$ cat src/rtl/alu_pkg.sv
// alu_pkg: constants and types shared by the ALU sequencer and its helpers.
//   - Opcode encodings understood by the downstream combinational ALU.
//     Any code not listed below is executed by the ALU as OR.
//   - seq_state_t: the sequencer FSM states.
package alu_pkg;

  localparam logic [2:0] OP_ADD = 3'b000;
  localparam logic [2:0] OP_SUB = 3'b001;
  localparam logic [2:0] OP_MUL = 3'b010;
  localparam logic [2:0] OP_AND = 3'b011;
  localparam logic [2:0] OP_OR  = 3'b100;

  typedef enum logic [1:0] {
    IDLE = 2'd0,
    EXEC = 2'd1,
    DONE = 2'd2
  } seq_state_t;

endpackage

$ cat src/rtl/alu_flags.sv
// alu_flags: combinational status flags for a 2N-bit signed ALU result.
// Ports:
//   result  in   2N  ALU result
//   zero    out  1   result == 0
//   neg     out  1   sign bit of result
//   fit     out  1   result is representable as a signed N-bit value
module alu_flags #(
  parameter int N = 4
) (
  input  logic [2*N-1:0] result,
  output logic           zero,
  output logic           neg,
  output logic           fit
);

  // A value fits in N signed bits when everything from bit N-1 upward is a
  // copy of the sign bit: either all ones or all zeros.
  logic [N:0] upper;

  assign upper = result[2*N-1:N-1];
  assign zero  = (result == '0);
  assign neg   = result[2*N-1];
  assign fit   = (&upper) | ~(|upper);

endmodule

$ cat src/rtl/alu_sequencer.sv
// alu_sequencer: control stage in front of a combinational ALU.
// Accepts one command per in_valid/in_ready handshake, registers the ALU
// operands and opcode, captures the 2N-bit ALU result one cycle later along
// with its flags, and holds it until the out_valid/out_ready handshake.
// An N-bit accumulator holds the low half of the last result and can stand
// in for operand a on the next command.
//
// Handshakes: a transfer happens on a rising edge where valid and ready are
// both 1. in_ready and out_valid depend only on the FSM state (and rst for
// in_ready), never on the partner's valid/ready, so there is no
// combinational path between the two sides.
//
// Ports:
//   clk, rst                   clock, synchronous active-high reset
//   in_valid/in_ready          command handshake
//   in_a, in_b, in_opcode      command operands and opcode
//   in_acc                     use accumulator as operand a
//   alu_a, alu_b, alu_opcode   registered ALU inputs
//   alu_out                    ALU result (2N bits)
//   out_valid/out_ready        result handshake
//   out_result                 captured result
//   out_zero, out_neg, out_fit captured flags
//   acc                        accumulator
//   dbg_state                  current FSM state (seq_state_t encoding)
module alu_sequencer
  import alu_pkg::*;
#(
  parameter int N = 4
) (
  input  logic           clk,
  input  logic           rst,
  input  logic           in_valid,
  output logic           in_ready,
  input  logic [N-1:0]   in_a,
  input  logic [N-1:0]   in_b,
  input  logic [2:0]     in_opcode,
  input  logic           in_acc,
  output logic [N-1:0]   alu_a,
  output logic [N-1:0]   alu_b,
  output logic [2:0]     alu_opcode,
  input  logic [2*N-1:0] alu_out,
  output logic           out_valid,
  input  logic           out_ready,
  output logic [2*N-1:0] out_result,
  output logic           out_zero,
  output logic           out_neg,
  output logic           out_fit,
  output logic [N-1:0]   acc,
  output logic [1:0]     dbg_state
);

  seq_state_t state_q;
  seq_state_t state_d;

  logic flag_zero;
  logic flag_neg;
  logic flag_fit;
  logic accept;
  logic capture;

  // Flags come from the live ALU output so they land in the same edge as
  // out_result rather than one cycle behind it.
  alu_flags #(.N(N)) u_flags (
    .result (alu_out),
    .zero   (flag_zero),
    .neg    (flag_neg),
    .fit    (flag_fit)
  );

  // ---------------- FSM ----------------
  always_ff @(posedge clk) begin
    if (rst) state_q <= IDLE;
    else     state_q <= state_d;
  end

  always_comb begin
    state_d = state_q;
    case (state_q)
      IDLE:    if (in_valid)  state_d = EXEC;
      EXEC:                   state_d = DONE;
      DONE:    if (out_ready) state_d = IDLE;
      default:                state_d = IDLE;
    endcase
  end

  // in_ready is masked by rst so no command appears accepted while reset
  // holds the FSM.
  assign in_ready  = (state_q == IDLE) && !rst;
  assign out_valid = (state_q == DONE);
  assign accept    = (state_q == IDLE) && in_valid;
  assign capture   = (state_q == EXEC);
  assign dbg_state = state_q;

  // ---------------- Datapath ----------------
  always_ff @(posedge clk) begin
    if (rst) begin
      alu_a      <= '0;
      alu_b      <= '0;
      alu_opcode <= '0;
      out_result <= '0;
      out_zero   <= 1'b0;
      out_neg    <= 1'b0;
      out_fit    <= 1'b0;
      acc        <= '0;
    end else begin
      if (accept) begin
        alu_a      <= in_acc ? acc : in_a;
        alu_b      <= in_b;
        alu_opcode <= in_opcode;
      end
      if (capture) begin
        out_result <= alu_out;
        out_zero   <= flag_zero;
        out_neg    <= flag_neg;
        out_fit    <= flag_fit;
        // Silent truncation; out_fit tells the consumer whether it mattered.
        acc        <= alu_out[N-1:0];
      end
    end
  end

endmodule

$ cat config.mk
export PLATFORM = sky130hd
export DESIGN_NAME = alu_sequencer
export DESIGN_NICKNAME = d
export VERILOG_FILES = /design/src/rtl/alu_pkg.sv /design/src/rtl/alu_flags.sv /design/src/rtl/alu_sequencer.sv
export SDC_FILE = /design/constraint.sdc
export NUM_CORES = 1
export LEC_CHECK = 0
export CAP_MARGIN = 20
export CORE_MARGIN = 1
export CORE_UTILIZATION = 46
export DETAILED_ROUTE_END_ITERATION = 8
export DONT_BUFFER_PORTS = 1
export REMOVE_ABC_BUFFERS = 1
export SLEW_MARGIN = 40
export SYNTH_ARGS = -nofsm -noshare
export SYNTH_HDL_FRONTEND = slang
export SYNTH_SLANG_ARGS = --single-unit
$ cat constraint.sdc
create_clock -name clk -period 1 [get_ports clk]
set_input_delay 0.2 -clock clk [delete_from_list [all_inputs] [get_ports clk]]
set_output_delay 0.2 -clock clk [all_outputs]
set_load 0.02 [all_outputs]
==> results.ini <==
[status]
status=finished with violations
violations=negative setup slack

[synth]
yosysTopAreaCell=dfxtp_1
synthAdderAreaFrac_pct=0
post_synth_mux_area_share_pct=5.26
synthArstFlopShare_pct=0
synth.avg_cell_area_um2=8.66
synth_compound_area_share_pct=13.4
ys_seq_area_share_pct=48.4
synth-edff-count=0
synth_xor_xnor_area_share_pct=0
synthFlopType=dfxtp_1
synth_area_leaders=dfxtp_1, nand2_1, a21oi_1
syn_area_um2=952
synth_cells=110
ys_types=22
yosys.area_share.simple_pct=24.4
ys_warn_count=0
synth_top_family_by_area=simple AND/OR/NAND/NOR gates
synth_top_area_share_pct=48.4
ys_seq_elements=23

[timing]
setup_slack_ns=-0.347
layout_worst_path_cycle_share_pct=135
setup_viol=37
fin_skew_ns=0.0162
rsz0062_at_grt=true
period_minus_slack_ns=1.35
slew_viol_final=0
hold_viol=0
fin_setup_tns_ns=-5.12
max_slew_margin_pct=61.2
worst_slew_pin_slew_ns=0.582
fmax_mhz=742

[route]
drc=0
ant_nets=0
wl_per_cell_um=17.6
vias=965
first_iter_violations=9
vias_per_cell=5.45
wirelength_um=3110
firstDrtPassIters=4

[clock_tree]
clockRootBuffer=clkbuf_4
cts_tree=yes
cts_sinks=23
cts_buffers=3
htreeDepth=1
clk_latency_ns=0.34
clockBufferDepth=2
clkTransAtPathRegs_ns=0.15

[hold_path]
min_to=dbg_state[1]
min_from=out_ready
hold_class=input port to register
hold_path_depth=2

[worst_setup_path]
required_ns=1.23
crit_path_top_delay_cell=dfxtp_4
r2r-start=dbg_state[1]
ff2ff_path_depth=5
max_stage_delay_ns=0.40
path_cells=buf_6, nor3b_4, buf_12, nor2_1, a211oi_1
path_class=register to register
r2r-end=alu_a[0]
r2r_slack_ns=-0.35
path_max_fanout=7
cp_top_family=flip-flops
worst_setup_path_start_kind=register
critical_path_arrival_ns=1.58
cp_num_buf_inv=2
critical_path.endpoint_type=register

[global_routing]
grt_use_total_pct=21.6
grt_overflow=0
grt_max_degree=23
grt_antenna_before_repair=0
grt_pass1_vias=813
grt_pass1_wl_um=3320

[finish]
nets=175
stdcell_area_um2=1590
fillers=109
drive_gt1_share_pct=60.7
n_antenna_cell=0
area_delta_synth_final_pct=67.4

[die]
io_pins=54
rows=16
die-area_um2=2260
dieWidth_um=47.5
fp.coreArea_um2=1960
start_util_pct=48.5
die_h_um=47.5

[power_and_ir_drop]
peakVddDrop_uv=1070
p_total_mw=2.07
p_per_area_nw_per_um2=1300
p_leak_nw=0.635

[placed_design]
portBuffers=0
dpl_cell_area_um2=1050
globalplace.congestion=0.708
hpwl_um=1300

[run]
timing.max_cap.violations=0

## layout by cell type (no fill, tap or decap), types with 2 or more instances in the layout
cell type and instances:
dfxtp_2 20, nand2_4 3, a21oi_2 11, a211oi_2 4, nand2_1 21, nor2_4 2, and2b_2 2, buf_4 7
nand2_2 7, dlygate4sd3_1 16, dfxtp_4 3, nor2_1 3, buf_6 22, mux2i_1 5, clkbuf_4 3, a21oi_1 6
## worst reg2reg max path: cells and delay by family, from the launching register on
kind	cells	cell delay [ns]
AND/OR/NAND/NOR	2	0.32
AO/OA/AOI/OAI	1	0.22
buffers and inverters	2	0.30
flip-flops	1	0.40
## power breakdown
part / internal [mW] / switching (mW)
registers: 0.981 / 0.0812
logic: 0.277 / 0.264
clock network: 0.151 / 0.319
total: 1.41 / 0.664
## layout make-up
| cell class | instances | area [um2] | area share, % |
|---|---|---|---|
| Timing Repair Buffer | 47 | 485 | 30.5 |
| Clock buffer | 3 | 22.5 | 1.41 |
| Clock inverter | 1 | 5.00 | 0.314 |
| Tap cell | 27 | 33.8 | 2.12 |
| Multi-Input combinational cell | 76 | 551 | 34.5 |
| Sequential cell | 23 | 497 | 31.2 |
## metal layers
layer	GRT usage, %	up-vias	wire, um
li1	-	443	-
met1	22.1	464	1160
met2	38.1	50	1680
met3	7.55	8	230
met4	12.0	0	48
met5	0	-	0
## state kept, by name, summed over array words and instances (netlist names)
signal,count
dbg_state,2
alu_b,4
out_result,8
out_fit,1
alu_a,4
out_zero,1
alu_opcode,3
## worst max-delay path by stage
stage                            start      endpoint  slack, ns  cells past startpoint
after global placement    dbg_state[0]      alu_b[2]      -0.11                      3
after detailed placement  dbg_state[0]      alu_b[0]      -0.16                      3
after global routing      dbg_state[1]      alu_a[0]      -0.37                      5
final                     dbg_state[1]      alu_a[0]      -0.35                      5
after CTS                 dbg_state[0]     out_valid      -0.28                      2
after floorplan           dbg_state[0]  dbg_state[0]      -0.25                      2
## through the flow
stage               setup slack, ns  utilization [%]  cells  hold slack, ns
floorplan                    -0.255                -     98           0.265
global placement             -0.115             53.6    143           0.267
detailed placement           -0.163             53.6    143           0.270
CTS                          -0.278             67.9    164       0.0000310
global route                 -0.374             81.3    177          0.0173
finish                       -0.347             81.3    177          0.0282
## cells in the mapped netlist (2+ instances only)
library cell   n
nand2b_1       2
nor3_1         2
nor2_1         5
buf_6          2
buf_4          5
a21oi_1       17
nand2_1       31
dfxtp_1       23
mux2i_1        5
and2b_2        2
clkbuf_1       2
a211oi_1       4
## cell families (layout without fill, tap and decap cells)
logic type      Yosys count  count (layout)
mux                       5               5
compound gates           22              22
buf+inv                  12              51
simple gates             48              49
flops                    23              23
## what timing repair did
action / 4_1_cts / 5_1_grt
endpoints found under the hold margin: 23 / 11
pin swaps: 7 / 22
gates cloned: 2 / 0
hold buffers: 6 / 11
resized for setup: 33 / 52
endpoints found under the setup margin: 40 / 52
buffers inserted: 9 / 3
Power figures use the tool's default switching activity.
